==> src/rtl/ext_bus_pkg.sv <==
// ext_bus_pkg: shared types and constants for the external
// multiplexed address/data bus sequencer.
package ext_bus_pkg;

    localparam int WAIT_W = 4;

    typedef enum logic [2:0] {
        S_IDLE,
        S_ADDR,
        S_HOLD,
        S_TURN,
        S_STRB,
        S_END
    } state_e;

    typedef struct packed {
        logic        we;
        logic        gnt;
        logic [15:0] addr;
        logic [15:0] wdata;
    } xfer_t;

    localparam logic        LE_RST   = 1'b0;
    localparam logic        OE_N_RST = 1'b1;
    localparam logic        WE_N_RST = 1'b1;
    localparam logic        DIR_RST  = 1'b0;
    localparam logic [15:0] BUS_RST  = 16'h0000;

endpackage

==> src/rtl/ext_bus_ctrl_rr_arb2.sv <==
// rr_arb2: two-request round-robin arbiter; the pointer holds the
// index of the last granted master and resets to 1.
module rr_arb2 (
    input  logic       clk,
    input  logic       rst_n,
    input  logic [1:0] req,
    input  logic       advance,
    output logic [1:0] grant
);

    logic last_q;
    logic last_d;

    always_comb begin
        grant[0] = req[0] & (~req[1] | last_q);
        grant[1] = req[1] & (~req[0] | ~last_q);
        last_d   = last_q;
        if (advance && (|req)) begin
            last_d = grant[1];
        end
    end

    always_ff @(posedge clk or negedge rst_n) begin
        if (!rst_n) begin
            last_q <= 1'b1;
        end else begin
            last_q <= last_d;
        end
    end

endmodule

==> src/rtl/ext_bus_ctrl.sv <==
// ext_bus_ctrl: arbitrates two masters onto the external muxed bus
// and sequences address latch, turnaround and OE/WE strobes.
module ext_bus_ctrl
    import ext_bus_pkg::*;
#(
    parameter int WAIT_STATES = 1
) (
    input  logic        clk,
    input  logic        rst_n,
    input  logic        m0_req,
    input  logic        m0_we,
    input  logic [15:0] m0_addr,
    input  logic [15:0] m0_wdata,
    output logic        m0_ack,
    input  logic        m1_req,
    input  logic        m1_we,
    input  logic [15:0] m1_addr,
    input  logic [15:0] m1_wdata,
    output logic        m1_ack,
    output logic [15:0] rdata,
    output logic [15:0] bus_out,
    input  logic [15:0] bus_in,
    output logic        bus_dir,
    output logic        le,
    output logic        oe_n,
    output logic        we_n,
    output logic        busy
);

    localparam logic [WAIT_W-1:0] WS = WAIT_W'(WAIT_STATES);

    state_e            state_q, state_d;
    xfer_t             xfer_q, xfer_d;
    logic [WAIT_W-1:0] cnt_q, cnt_d;
    logic [15:0]       rdata_q, rdata_d;
    logic [15:0]       bus_out_q, bus_out_d;
    logic              le_q, le_d;
    logic              oe_n_q, oe_n_d;
    logic              we_n_q, we_n_d;
    logic              dir_q, dir_d;
    logic              ack0_q, ack0_d;
    logic              ack1_q, ack1_d;
    logic              busy_q, busy_d;
    logic [1:0]        grant;
    logic              advance;

    assign advance = (state_q == S_IDLE);

    rr_arb2 u_arb (
        .clk     (clk),
        .rst_n   (rst_n),
        .req     ({m1_req, m0_req}),
        .advance (advance),
        .grant   (grant)
    );

    always_comb begin
        state_d = state_q;
        xfer_d  = xfer_q;
        cnt_d   = cnt_q;
        rdata_d = rdata_q;
        unique case (state_q)
            S_IDLE: begin
                if (|grant) begin
                    state_d     = S_ADDR;
                    xfer_d.gnt  = grant[1];
                    xfer_d.we   = grant[1] ? m1_we : m0_we;
                    xfer_d.addr = grant[1] ? m1_addr : m0_addr;
                    xfer_d.wdata = grant[1] ? m1_wdata : m0_wdata;
                end
            end
            S_ADDR: state_d = S_HOLD;
            S_HOLD: begin
                state_d = xfer_q.we ? S_STRB : S_TURN;
                cnt_d   = WS;
            end
            S_TURN: state_d = S_STRB;
            S_STRB: begin
                if (cnt_q == '0) begin
                    state_d = S_END;
                    if (!xfer_q.we) begin
                        rdata_d = bus_in;
                    end
                end else begin
                    cnt_d = cnt_q - WAIT_W'(1);
                end
            end
            S_END:   state_d = S_IDLE;
            default: state_d = S_IDLE;
        endcase
    end

    // Pins are decoded from the next state so every output is a flop.
    always_comb begin
        le_d      = 1'b0;
        oe_n_d    = 1'b1;
        we_n_d    = 1'b1;
        dir_d     = 1'b0;
        ack0_d    = 1'b0;
        ack1_d    = 1'b0;
        bus_out_d = bus_out_q;
        busy_d    = (state_d != S_IDLE);
        unique case (state_d)
            S_ADDR: begin
                le_d      = 1'b1;
                bus_out_d = xfer_d.addr;
            end
            S_HOLD: bus_out_d = xfer_d.addr;
            S_TURN: dir_d = 1'b1;
            S_STRB: begin
                if (xfer_d.we) begin
                    bus_out_d = xfer_d.wdata;
                    we_n_d    = 1'b0;
                end else begin
                    dir_d  = 1'b1;
                    oe_n_d = 1'b0;
                end
            end
            S_END: begin
                ack0_d = ~xfer_d.gnt;
                ack1_d = xfer_d.gnt;
                if (xfer_d.we) begin
                    bus_out_d = xfer_d.wdata;
                end else begin
                    dir_d = 1'b1;
                end
            end
            default: ;
        endcase
    end

    always_ff @(posedge clk or negedge rst_n) begin
        if (!rst_n) begin
            state_q   <= S_IDLE;
            xfer_q    <= '0;
            cnt_q     <= '0;
            rdata_q   <= '0;
            bus_out_q <= BUS_RST;
            le_q      <= LE_RST;
            oe_n_q    <= OE_N_RST;
            we_n_q    <= WE_N_RST;
            dir_q     <= DIR_RST;
            ack0_q    <= 1'b0;
            ack1_q    <= 1'b0;
            busy_q    <= 1'b0;
        end else begin
            state_q   <= state_d;
            xfer_q    <= xfer_d;
            cnt_q     <= cnt_d;
            rdata_q   <= rdata_d;
            bus_out_q <= bus_out_d;
            le_q      <= le_d;
            oe_n_q    <= oe_n_d;
            we_n_q    <= we_n_d;
            dir_q     <= dir_d;
            ack0_q    <= ack0_d;
            ack1_q    <= ack1_d;
            busy_q    <= busy_d;
        end
    end

    assign m0_ack  = ack0_q;
    assign m1_ack  = ack1_q;
    assign rdata   = rdata_q;
    assign bus_out = bus_out_q;
    assign bus_dir = dir_q;
    assign le      = le_q;
    assign oe_n    = oe_n_q;
    assign we_n    = we_n_q;
    assign busy    = busy_q;

endmodule

==> config.mk <==
export PLATFORM = sky130hd
export DESIGN_NAME = ext_bus_ctrl
export DESIGN_NICKNAME = d
export VERILOG_FILES = /design/src/rtl/ext_bus_pkg.sv /design/src/rtl/ext_bus_ctrl_rr_arb2.sv /design/src/rtl/ext_bus_ctrl.sv
export SDC_FILE = /design/constraint.sdc
export NUM_CORES = 1
export LEC_CHECK = 0
export BUFFER_PORTS_ARGS = -buffer_cell sky130_fd_sc_hd__buf_2
export CORE_MARGIN = 2
export CORE_UTILIZATION = 54
export CTS_CLUSTER_DIAMETER = 150
export CTS_CLUSTER_SIZE = 24
export DETAILED_ROUTE_END_ITERATION = 8
export PLACE_DENSITY = 0.85
export SLEW_MARGIN = 20
export SYNTH_ARGS = -nofsm -noshare
export SYNTH_HDL_FRONTEND = slang
export SYNTH_SLANG_ARGS = --single-unit
==> constraint.sdc <==
create_clock -name clk -period 4.1 [get_ports clk]
set_input_delay 0.41 -clock clk [delete_from_list [all_inputs] [get_ports clk]]
set_output_delay 0.41 -clock clk [all_outputs]
set_load 0.1 [all_outputs]
After elaboration in Yosys (flattened, before gate mapping)
Cells that the tools add are included.
{"block": "totals", "word_cells": 71, "inputBits": 86, "register_bits": 81}
{"block": "op_classes", "n_eq_ne": 11, "mux": 21, "n_reduce_logical": 13, "bitwise_logic": 9, "addsub": 1}
{"cell": "$mux W34", "count": 2}
{"cell": "$mux W16", "count": 3}
{"cell": "$pmux W16 S2", "count": 1}
{"cell": "$pmux W3 S5", "count": 1}
{"cell": "$eq A3 B2 Y1 const B", "count": 4}
{"cell": "$eq A3 B3 Y1 const B", "count": 3}
{"cell": "$mux W3", "count": 3}
{"cell": "$mux W1", "count": 8}
{"cell": "$pmux W4 S2", "count": 1}
{"cell": "$reduce_or A2 Y1", "count": 4}
{"cell": "$eq A3 B1 Y1 const B", "count": 2}
{"cell": "$not A1 Y1", "count": 5}
{"cell": "$logic_not A4 Y1", "count": 1}
{"cell": "$mux W4", "count": 1}
{"cell": "$reduce_and A2 Y1", "count": 2}
{"cell": "$reduce_bool A2 Y1", "count": 2}
{"cell": "$sub A4 B1 Y4 const B", "count": 1}
{"cell": "$logic_not A3 Y1", "count": 1}
{"cell": "$reduce_and A3 Y1", "count": 1}
{"cell": "$reduce_bool A3 Y1", "count": 1}
{"cell": "$and A1 B1 Y1", "count": 2}
{"cell": "$ne A2 B1 Y1 const B", "count": 1}
{"cell": "$ne A2 B2 Y1 const B", "count": 1}
{"cell": "$or A1 B1 Y1", "count": 2}
{"cell": "2 further kinds", "count": 2}

Depth between registers and ports, before layout
Gate-level depths: netlist of the first run.
{"block": "depth", "depth_word": 10, "ltp_mapped": 8, "ltp_nobuf": 6}

By module
Synthesis of the first run repeated with hierarchy kept, for this count alone.
{"block": "unflattened", "cells_unflattened": 303, "hier_area_um2": 3726.1}
{"module": "ext_bus_ctrl", "seq_area_each_um2": 2004.4, "area_per_inst_um2": 3669.8, "cells_per_inst": 297, "instances": 1}
{"module": "rr_arb2", "seq_area_each_um2": 26.3, "area_per_inst_um2": 56.3, "cells_per_inst": 6, "instances": 1}

Worst setup path after synthesis of the first run
Ideal clock, no wire load.
{"block": "synth_path", "path_kind": "register to register", "from": "reg state_q[1]", "to": "reg rdata_q[10], in the netlist rdata[10]", "arrival_time_ps": 1618, "stages_incl_launch_ff": 7, "path_slack_ps": 2357, "required_time_ps": 3975, "path_cell_list": "dfrtp_1 -> buf_4 -> nor3b_4 -> nand3_4 -> nor2_4 -> buf_6 -> mux2_2"}
{"block": "synth_between", "elab_chain_cells": 2}
{"element": "from (decl)", "line_no": "ext_bus_ctrl.sv:32", "source": "state_e state_q, state_d;"}
{"element": "from (signal assigned)", "line_no": "ext_bus_ctrl.sv:147", "source": "state_q <= state_d;"}
{"element": "$eq A3 B3 Y1", "line_no": "ext_bus_ctrl.sv:62", "source": "unique case (state_q)"}
{"element": "$reduce_and A3 Y1 (no line)"}
{"element": "to (signal assigned)", "line_no": "ext_bus_ctrl.sv:150", "source": "rdata_q <= rdata_d;"}
{"element": "to (decl)", "line_no": "ext_bus_ctrl.sv:35", "source": "logic [15:0] rdata_q, rdata_d;"}
Every way passes these cells.
A chain may end at the register's enable or synchronous reset.

==> flow_metrics.tcl, run 1 <==
set metrics [dict create \
    worst_path_max_delay_cell "nor3_4" \
    detail_route.first_pass.iterations 5 \
    synth_cells 290 \
    cts_tree "built" \
    grt_use_met3_pct 4.762 \
    worst_hold_slack_ns 0.05021 \
    hold_buffers 0 \
    area_growth_pct 21.32 \
    htreeDepth 3 \
    outcome "complete, no violations" \
    clkSlewWorstSetupHoldPaths_ns 0.08 \
    met2_usage_pct 38.74 \
    critPathKind "flip-flop to flip-flop" \
    synth_top_family_by_area "compound AO/OA/AOI/OAI gates" \
    dp_worst_setup_slack_ns 1.568 \
    postCtsSetupRepairBufs 0 \
    synth_xor_area_share_pct 0.4754 \
    grtUsageTotal_pct 24.37 \
    yosys_warnings 0 \
    hpwlAfterDp_mm 6.222 \
    synth_edf_count 0 \
    vias_per_cell 5.736 \
    antenna_found_initial 0 \
    crit_chain "nor3_4 > o21ai_2 > clkinv_2 > o221a_1 > o221a_1" \
    path_common_cell "o221a_1" \
    clock_sinks 81 \
    arrival_ns 2.82 \
    drive_gt1_share_pct 45.87 \
    die_area_um2 7500 \
    portBuffers 124 \
    root_buffer "clkbuf_8" \
    clock_path_buffers 2 \
    setup_viol 0 \
    synthMuxAreaShare_pct 5.705 \
    finClkSkew_ns 0.009491 \
    setup_ws_ns 1.565 \
    syn_nets 378 \
    cp_slowest_stage_delay_ns 0.73 \
    io_pins 125 \
    path_max_fanout 34 \
    final_hold_viol_count 0 \
    syn_area_um2 3685 \
    final_util_pct 66.91 \
    gp_congestion 0.8562 \
    synth_seq_area_share_pct 55.11 \
    drt.antenna.violating_nets 0 \
    drc 0 \
    fin_nets 495 \
    setup_tns_ns 0 \
    avgSynthCellArea_um2 12.71 \
    num_rows 30 \
    first_global_vias 2799 \
    cp.required_ns 4.39 \
    ys.flop_type "dfrtp_1" \
    max_freq_ghz 0.3945 \
    synth_simple_gate_area_share_pct 16.13 \
    hold_path.class "primary input to asynchronous set/reset pin" \
    start_kind "flip-flop" \
    cts_resized 0 \
    maxSlewViolCount 0 \
    wl_per_cell_um 17.85 \
    grt_setup_unrepaired "false" \
    ys_async_sr_fraction_pct 100.0 \
    coreArea_um2 6681 \
    insertion_delay_ns 0.35 \
    num_antenna_cells 0 \
    ys_ff_latch 81 \
    min_period_ns 2.535 \
    synthAdderAreaFrac_pct 0.6791 \
    die_x_um 86.61 \
    grt_max_degree 82 \
    cap_violations 0 \
    synth_compound_area_share_pct 17.45 \
    grt-busiest-layer "met2" \
    worst_pin_slew_ns 0.8285 \
    crit_path_end_kind "flip-flop" \
    overflow 0 \
    finalCritPeriodShare_pct 61.83 \
    ys_types 47 \
    met1_usage_pct 35.00 \
    slew_headroom_pct 44.59 \
    grt_pass1_wl_mm 14.06 \
    nFillCells 507 \
    initial_core_util_pct 55.15 \
    num_vias 2822 \
    drtIter0Drc 186 \
    cts_made_buffers 9 \
    die_y_um 86.61 \
    routed_wl_mm 8.780 \
]
==> synthesized netlist by cell type, types with 2 or more instances <==
cell type	instances	area, um^2
nor2_1	44	165.2
mux2_2	16	180.2
or3_1	16	100.1
buf_6	7	78.83
inv_1	4	15.01
nand3_1	3	15.01
buf_4	3	22.52
xor2_1	2	17.52
nand2_1	4	15.01
ha_1	2	25.02
o21ai_0	4	20.02
clkbuf_1	2	7.510
o22ai_1	16	100.1
o221a_1	19	214.0
dfrtp_1	78	1952
buf_2	7	35.03
dfstp_2	3	78.83
nor2b_1	2	12.51
o221a_2	3	33.78
o221a_4	10	200.2
nand2_2	2	12.51
nand3b_1	16	120.1
mux2i_1	3	30.03
==> state kept, by name, indices dropped and copies added (netlist names) <==
signal / cells
bus_dir: 1
oe_n: 1
state_q: 3
le: 1
cnt_q: 4
m1_ack: 1
bus_out: 16
rdata: 16
u_arb.last_q: 1
busy: 1
we_n: 1
m0_ack: 1
xfer_q: 34
==> logic make-up (layout without fill, tap and decap cells) <==
family	Yosys count	count (layout)
AOI/OAI and AO/OA	60	60
buffers and inverters	24	146
muxes	19	19
adders and majority gates	2	2
and+or+nand+nor	102	102
xor gates and xnor gates	2	2
DFF	81	81
==> per-layer routing <==
layer / vias to the layer above / part of all wire (%)
li1: 1315 / -
met1: 1396 / 45
met2: 102 / 49
met3: 9 / 5.2
met4: 0 / 1.0
met5: - / 0
==> cell usage in the layout (no fill, tap or decap), types with 2 or more instances in the layout <==
| cell | synthesis | layout |
|---|---|---|
| clkbuf_8 | 0 | 10 |
| nand2_1 | 4 | 4 |
| nor2_1 | 44 | 44 |
| nand3_1 | 3 | 3 |
| ha_1 | 2 | 2 |
| o221a_2 | 3 | 3 |
| inv_1 | 4 | 4 |
| nand2_2 | 2 | 2 |
| o221a_1 | 19 | 19 |
| mux2i_1 | 3 | 3 |
| xor2_1 | 2 | 2 |
| buf_2 | 7 | 123 |
| o22ai_1 | 16 | 16 |
| or3_1 | 16 | 16 |
| nand3b_1 | 16 | 16 |
| dfrtp_1 | 78 | 78 |
| mux2_2 | 16 | 16 |
| o21ai_0 | 4 | 4 |
| o221a_4 | 10 | 10 |
| clkinv_2 | 1 | 5 |
| nor2b_1 | 2 | 2 |
| dfstp_2 | 3 | 3 |
==> per-stage QoR <==
stage | std cells | cell area, um^2
2_1_floorplan | 290 | 3685
3_3_place_gp | 476 | 4272
3_5_place_dp | 476 | 4272
4_1_cts | 492 | 4467
5_1_grt | 492 | 4471
6_report | 492 | 4471
==> critical path, delay by kind of cell (launching register included) <==
family / cells / cell delay, ns
AO/OA/AOI/OAI: 3 / 0.74
buffers and inverters: 1 / 0.47
flip-flops: 1 / 0.51
AND/OR/NAND/NOR: 1 / 0.73
==> worst paths after layout <==
kind | from | endpoint | slack (ns) | cells past startpoint
hold reg to reg | rdata[2]$_DFFE_PN0P_ | rdata[2]$_DFFE_PN0P_ | 0.50 | 1
min in group clk | bus_in[15] | rdata[15]$_DFFE_PN0P_ | 0.29 | 2
setup / recovery | state_q[0]$_DFF_PN0_ | bus_out[12]$_DFFE_PN0P_ | 1.57 | 5
max in group asynchronous | rst_n | busy$_DFF_PN0_ | 3.50 | 1
hold / removal | rst_n | rdata[1]$_DFFE_PN0P_ | 0.05 | 1
setup reg to reg | state_q[0]$_DFF_PN0_ | bus_out[12]$_DFFE_PN0P_ | 1.57 | 5
==> cell type report <==
cell class / count / area, um^2 / share of cell area (%)
Sequential cell: 81 / 2031 / 45.42
Tap cell: 80 / 100.1 / 2.239
Inverter: 5 / 20.02 / 0.4478
Multi-Input combinational cell: 185 / 1490 / 33.33
Timing Repair Buffer: 125 / 634.4 / 14.19
Clock buffer: 10 / 137.6 / 3.079
Clock inverter: 6 / 57.56 / 1.287
Power of run 1 is left out: the tool's default activity adds up to more than one toggle a clock period on the data nets, which glitch-free logic cannot reach.
==> run 2: changes to the inputs <==
--- a/config.mk
+++ b/config.mk
@@ -7,11 +7,11 @@
 export LEC_CHECK = 0
 export BUFFER_PORTS_ARGS = -buffer_cell sky130_fd_sc_hd__buf_2
 export CORE_MARGIN = 2
-export CORE_UTILIZATION = 54
+export CORE_UTILIZATION = 45
 export CTS_CLUSTER_DIAMETER = 150
 export CTS_CLUSTER_SIZE = 24
 export DETAILED_ROUTE_END_ITERATION = 8
-export PLACE_DENSITY = 0.85
+export PLACE_DENSITY = 0.76
 export SLEW_MARGIN = 20
 export SYNTH_ARGS = -nofsm -noshare
 export SYNTH_HDL_FRONTEND = slang
==> constraint.sdc (replaced) <==
create_clock -name clk -period 2.1 [get_ports clk]
set_input_delay 0.21 -clock clk [delete_from_list [all_inputs] [get_ports clk]]
set_output_delay 0.21 -clock clk [all_outputs]
set_load 0.1 [all_outputs]
==> run 2 against run 1 <==
Cell count increased by 7.5%. Global-route usage decreased by 3.6 points. Worst setup slack got worse by 1.4 ns. Critical path type unchanged. Largest cell class unchanged.
==> flow_metrics.tcl, run 2 (synthesis gave the netlist of run 1 again) <==
set metrics [dict create \
    cts_tree "built" \
    grt_pass1_wl_mm 13.99 \
    grt_setup_unrepaired "false" \
    hold_path.class "primary input to flip-flop" \
    arrival_ns 2.12 \
    drc 0 \
    vias_per_cell 5.268 \
    insertion_delay_ns 0.35 \
    cts_made_buffers 9 \
    hpwlAfterDp_mm 6.477 \
    cap_violations 0 \
    routed_wl_mm 8.848 \
    largest_reg_flops 34 \
    gp_congestion 0.8746 \
    io_pins 125 \
    coreArea_um2 8093 \
    drtIter0Drc 143 \
    nFillCells 700 \
    htreeDepth 3 \
    initial_core_util_pct 45.53 \
    finalCritPeriodShare_pct 89.85 \
    outcome "complete, no violations" \
    setup_viol 0 \
    cp.required_ns 2.33 \
    top_register "xfer_q" \
    fin_nets 507 \
    slew_headroom_pct 66.32 \
    finClkSkew_ns 0.01028 \
    detail_route.first_pass.iterations 4 \
    start_kind "flip-flop" \
    clkSlewWorstSetupHoldPaths_ns 0.08 \
    worst_pin_slew_ns 0.5087 \
    antenna_found_initial 0 \
    layout_common_cells "123 x buf_2, 78 x dfrtp_1, 44 x nor2_1" \
    setup_tns_ns 0 \
    crit_path_end_kind "flip-flop" \
    drt.antenna.violating_nets 0 \
    root_buffer "clkbuf_8" \
    maxSlewViolCount 0 \
    grtUsageTotal_pct 20.75 \
    area_growth_pct 26.72 \
    max_freq_ghz 0.5300 \
    final_hold_viol_count 0 \
    drive_gt1_share_pct 47.17 \
    die_x_um 94.49 \
    path_max_fanout 16 \
    num_rows 33 \
    clock_path_buffers 2 \
    clock_sinks 81 \
    grt_max_degree 55 \
    postCtsSetupRepairBufs 0 \
    die_area_um2 8928 \
    first_global_vias 2766 \
    wl_per_cell_um 16.73 \
    final_common_cell "buf_2" \
    num_vias 2787 \
    die_y_um 94.49 \
    overflow 0 \
    min_period_ns 1.887 \
    portBuffers 124 \
    critPathKind "flip-flop to flip-flop" \
    num_antenna_cells 0 \
]
run 2: layout make-up:
cell class	count	area (um^2)	share of cell area [%]
multi-input cells	185	1493	31.97
repair buffers	137	735.7	15.76
clock buffers	10	127.6	2.733
flip-flops and latches	81	2031	43.49
inverters	5	21.27	0.4555
well taps	105	131.4	2.814
clock inverters	6	130.1	2.787
run 2: per-layer routing:
layer	up-vias	GRT usage, %	part of all wire (%)
li1	1333	-	-
met1	1359	29.01	45
met2	81	32.68	49
met3	14	3.033	4.4
met4	0	8.454	1.7
met5	-	0	0
run 2: repair_timing:
item,4_1_cts,5_1_grt
hold buffers,1,0
endpoints found under the setup margin,0,15
gates resized for setup,0,2
hold endpoints to repair,27,0
run 2: worst paths after layout:
path,from,depth (start not counted),endpoint,slack [ns]
hold / removal,bus_in[8],2,rdata[8]$_DFFE_PN0P_,0.08
min in group asynchronous,rst_n,2,rdata[12]$_DFFE_PN0P_,0.32
hold reg to reg,rdata[9]$_DFFE_PN0P_,1,rdata[9]$_DFFE_PN0P_,0.51
setup / recovery,state_q[2]$_DFF_PN0_,4,rdata[11]$_DFFE_PN0P_,0.21
setup reg to reg,state_q[2]$_DFF_PN0_,4,rdata[11]$_DFFE_PN0P_,0.21
max in group asynchronous,rst_n,3,oe_n$_DFF_PN1_,1.10
run 2: stage by stage:
stage	utilization (%)	cells	cell area, um^2	hold slack [ns]	worst slack [ns]
after floorplan	-	290	3685	-0.08559	0.3567
after global routing	57.70	529	4669	0.07037	0.09679
after CTS	57.65	529	4666	0.06977	0.09457
final	57.70	529	4669	0.08237	0.2132
after global placement	54.34	512	4398	0.1452	0.1767
after detailed placement	54.34	512	4398	0.1517	0.09382
run 2: worst max-delay path, cell delays in order (launching register included):
cell and delay, ns:
dfrtp_1 0.52, nor3b_4 0.30, nand3_4 0.15, nor2_4 0.39
mux2_2 0.40
Power of run 2 is left out for the same reason.
==> run 3: changes to the inputs <==
==> constraint.sdc (replaced) <==
create_clock -name clk -period 1.5 [get_ports clk]
set_input_delay 0.15 -clock clk [delete_from_list [all_inputs] [get_ports clk]]
set_output_delay 0.15 -clock clk [all_outputs]
set_load 0.1 [all_outputs]
==> run 3 against run 2 <==
The flow now finishes with violations (negative setup slack). Non-clock buffer count up 37. Hold slack worse by 0.056 ns. Register-to-register slack worse by 0.45 ns. Count of clock-buffer cells in the layout grew 1. Global-route usage grew 1.2 points. Design area rose by 11%. Largest cell class unchanged. Critical path type unchanged. Sequential cell count stayed put. Critical path depth grew 4.
==> flow_metrics.tcl, run 3 (synthesis gave the netlist of run 1 again) <==
set metrics [dict create \
    area_growth_pct 40.14 \
    wl_per_cell_um 17.10 \
    min_period_ns 1.737 \
    worstHoldStart "bus_in[14]" \
    clock_sinks 81 \
    dp_worst_setup_slack_ns -0.2468 \
    start_kind "flip-flop" \
    violations "negative setup slack" \
    largest_reg_flops 34 \
    final_common_cell "buf_2" \
    crit_path_end_kind "flip-flop" \
    path_max_fanout 9 \
    initial_core_util_pct 45.53 \
    drt.antenna.violating_nets 0 \
    reg2reg_from "state_q[2]$_DFF_PN0_" \
    setup_tns_ns -8.209 \
    vias_per_cell 5.256 \
    htreeDepth 3 \
    antenna_found_initial 0 \
    layout_common_cells "123 x buf_2, 78 x dfrtp_1, 36 x nor2_1" \
    hpwlAfterDp_mm 6.569 \
    crit_chain "buf_6 > nor3_4 > buf_4 > o21ai_4 > clkinv_4 > buf_12 > o221a_1 > o221a_1" \
    drive_gt1_share_pct 55.75 \
    die_y_um 94.49 \
    drc 0 \
    grt_setup_unrepaired "true" \
    top_register "xfer_q" \
    detail_route.first_pass.iterations 4 \
    num_vias 2975 \
    critPathTopFamily "buffers and inverters" \
    gp_congestion 0.8074 \
    worst_hold_slack_ns 0.02631 \
    timing.rr.end "bus_out[14]$_DFFE_PN0P_" \
    r2r_cells 8 \
    num_rows 33 \
    setup_ws_ns -0.2372 \
    maxSlewViolCount 0 \
    path_common_cell "o221a_1" \
    clkSlewWorstSetupHoldPaths_ns 0.09 \
    clock_path_buffers 2 \
    outcome "finished with violations" \
    root_buffer "clkbuf_8" \
    grtUsageTotal_pct 21.98 \
    num_antenna_cells 0 \
    cp.required_ns 1.78 \
    worst_path_max_delay_cell "dfrtp_1" \
    overflow 0 \
    worst_pin_slew_ns 0.4972 \
    cp_slowest_stage_delay_ns 0.40 \
    setup_viol 58 \
    grt_pass1_wl_mm 14.90 \
    finClkSkew_ns 0.01212 \
    finalCritPeriodShare_pct 115.8 \
    cts_tree "built" \
    insertion_delay_ns 0.35 \
    path_buf_inv 4 \
    max_freq_ghz 0.5757 \
    routed_wl_mm 9.680 \
    nFillCells 652 \
    io_pins 125 \
    grt_max_degree 82 \
    portBuffers 124 \
    fin_area_um2 5164 \
    die_x_um 94.49 \
    fin_nets 544 \
    final_hold_viol_count 0 \
    arrival_ns 2.02 \
    whs_endpoint "rdata[14]$_DFFE_PN0P_" \
    hold_depth 2 \
    die_area_um2 8928 \
    critPathKind "flip-flop to flip-flop" \
    cts_made_buffers 9 \
    slew_headroom_pct 67.08 \
    cap_violations 0 \
    first_global_vias 2986 \
    postPlaceCellArea_um2 4631 \
    hold_path.class "primary input to flip-flop" \
    drtIter0Drc 112 \
    coreArea_um2 8093 \
    reg2reg_setup_slack_ns -0.24 \
]
-- run 3: cell count changes in the layout (fill, tap and decap cells not counted), moves of 6 or more --
cell	previous run	this run
buf_4	12	32
buf_6	0	9
nor2_1	44	36
nor2_2	0	6
o22ai_1	16	10
o22ai_2	0	6
-- run 3: area by class of cell --
type / instances / area [um^2] / share of cell area, %
multi-input combinational: 185 / 1629 / 31.55
sequential: 81 / 2031 / 39.33
inverter: 5 / 23.77 / 0.4604
tap: 105 / 131.4 / 2.544
clock inverter: 5 / 62.56 / 1.212
timing repair buffer: 174 / 1145 / 22.17
clock buffer: 11 / 141.4 / 2.738
-- run 3: worst register-to-register path, delay by kind of cell (launching register included) --
kind / cells / cell delay (ns)
compound gates: 3 / 0.53
flops: 1 / 0.40
simple gates: 1 / 0.24
buf+inv: 4 / 0.52
-- run 3: stage by stage --
stage	std cells	utilization, %
CTS	562	62.32
floorplan	290	-
global route	566	63.81
finish	566	63.81
detailed placement	535	57.22
global placement	535	57.22
-- run 3: metal layers --
metal	routed length (um)	GRT usage [%]	vias up	part of all wire (%)
met1	4340	29.80	1465	45
met2	4714	35.60	98	49
met3	529	5.587	8	5.5
li1	-	-	1404	-
met4	95	5.435	0	0.98
met5	0	0	-	0
-- run 3: what timing repair did --
item | CTS | global route
pin swaps | 5 | 4
hold endpoints to repair | 78 | 0
hold buffers | 1 | 0
gates cloned | 3 | 0
gates resized for setup | 32 | 19
setup endpoints to repair | 43 | 75
buffers inserted | 7 | 4
-- run 3: how the worst max path moves through the flow --
| stage | start | cells past startpoint | to | slack, ns |
|---|---|---|---|---|
| after floorplan | state_q[0]$_DFF_PN0_ | 6 | rdata[10]$_DFFE_PN0P_ | -0.24 |
| after global placement | state_q[0]$_DFF_PN0_ | 7 | bus_out[9]$_DFFE_PN0P_ | -0.22 |
| after detailed placement | state_q[0]$_DFF_PN0_ | 6 | bus_out[11]$_DFFE_PN0P_ | -0.25 |
| after CTS | state_q[2]$_DFF_PN0_ | 6 | rdata[10]$_DFFE_PN0P_ | -0.20 |
| after global routing | state_q[2]$_DFF_PN0_ | 8 | bus_out[14]$_DFFE_PN0P_ | -0.29 |
| final | state_q[2]$_DFF_PN0_ | 8 | bus_out[14]$_DFFE_PN0P_ | -0.24 |
Power of run 3 is left out for the same reason.
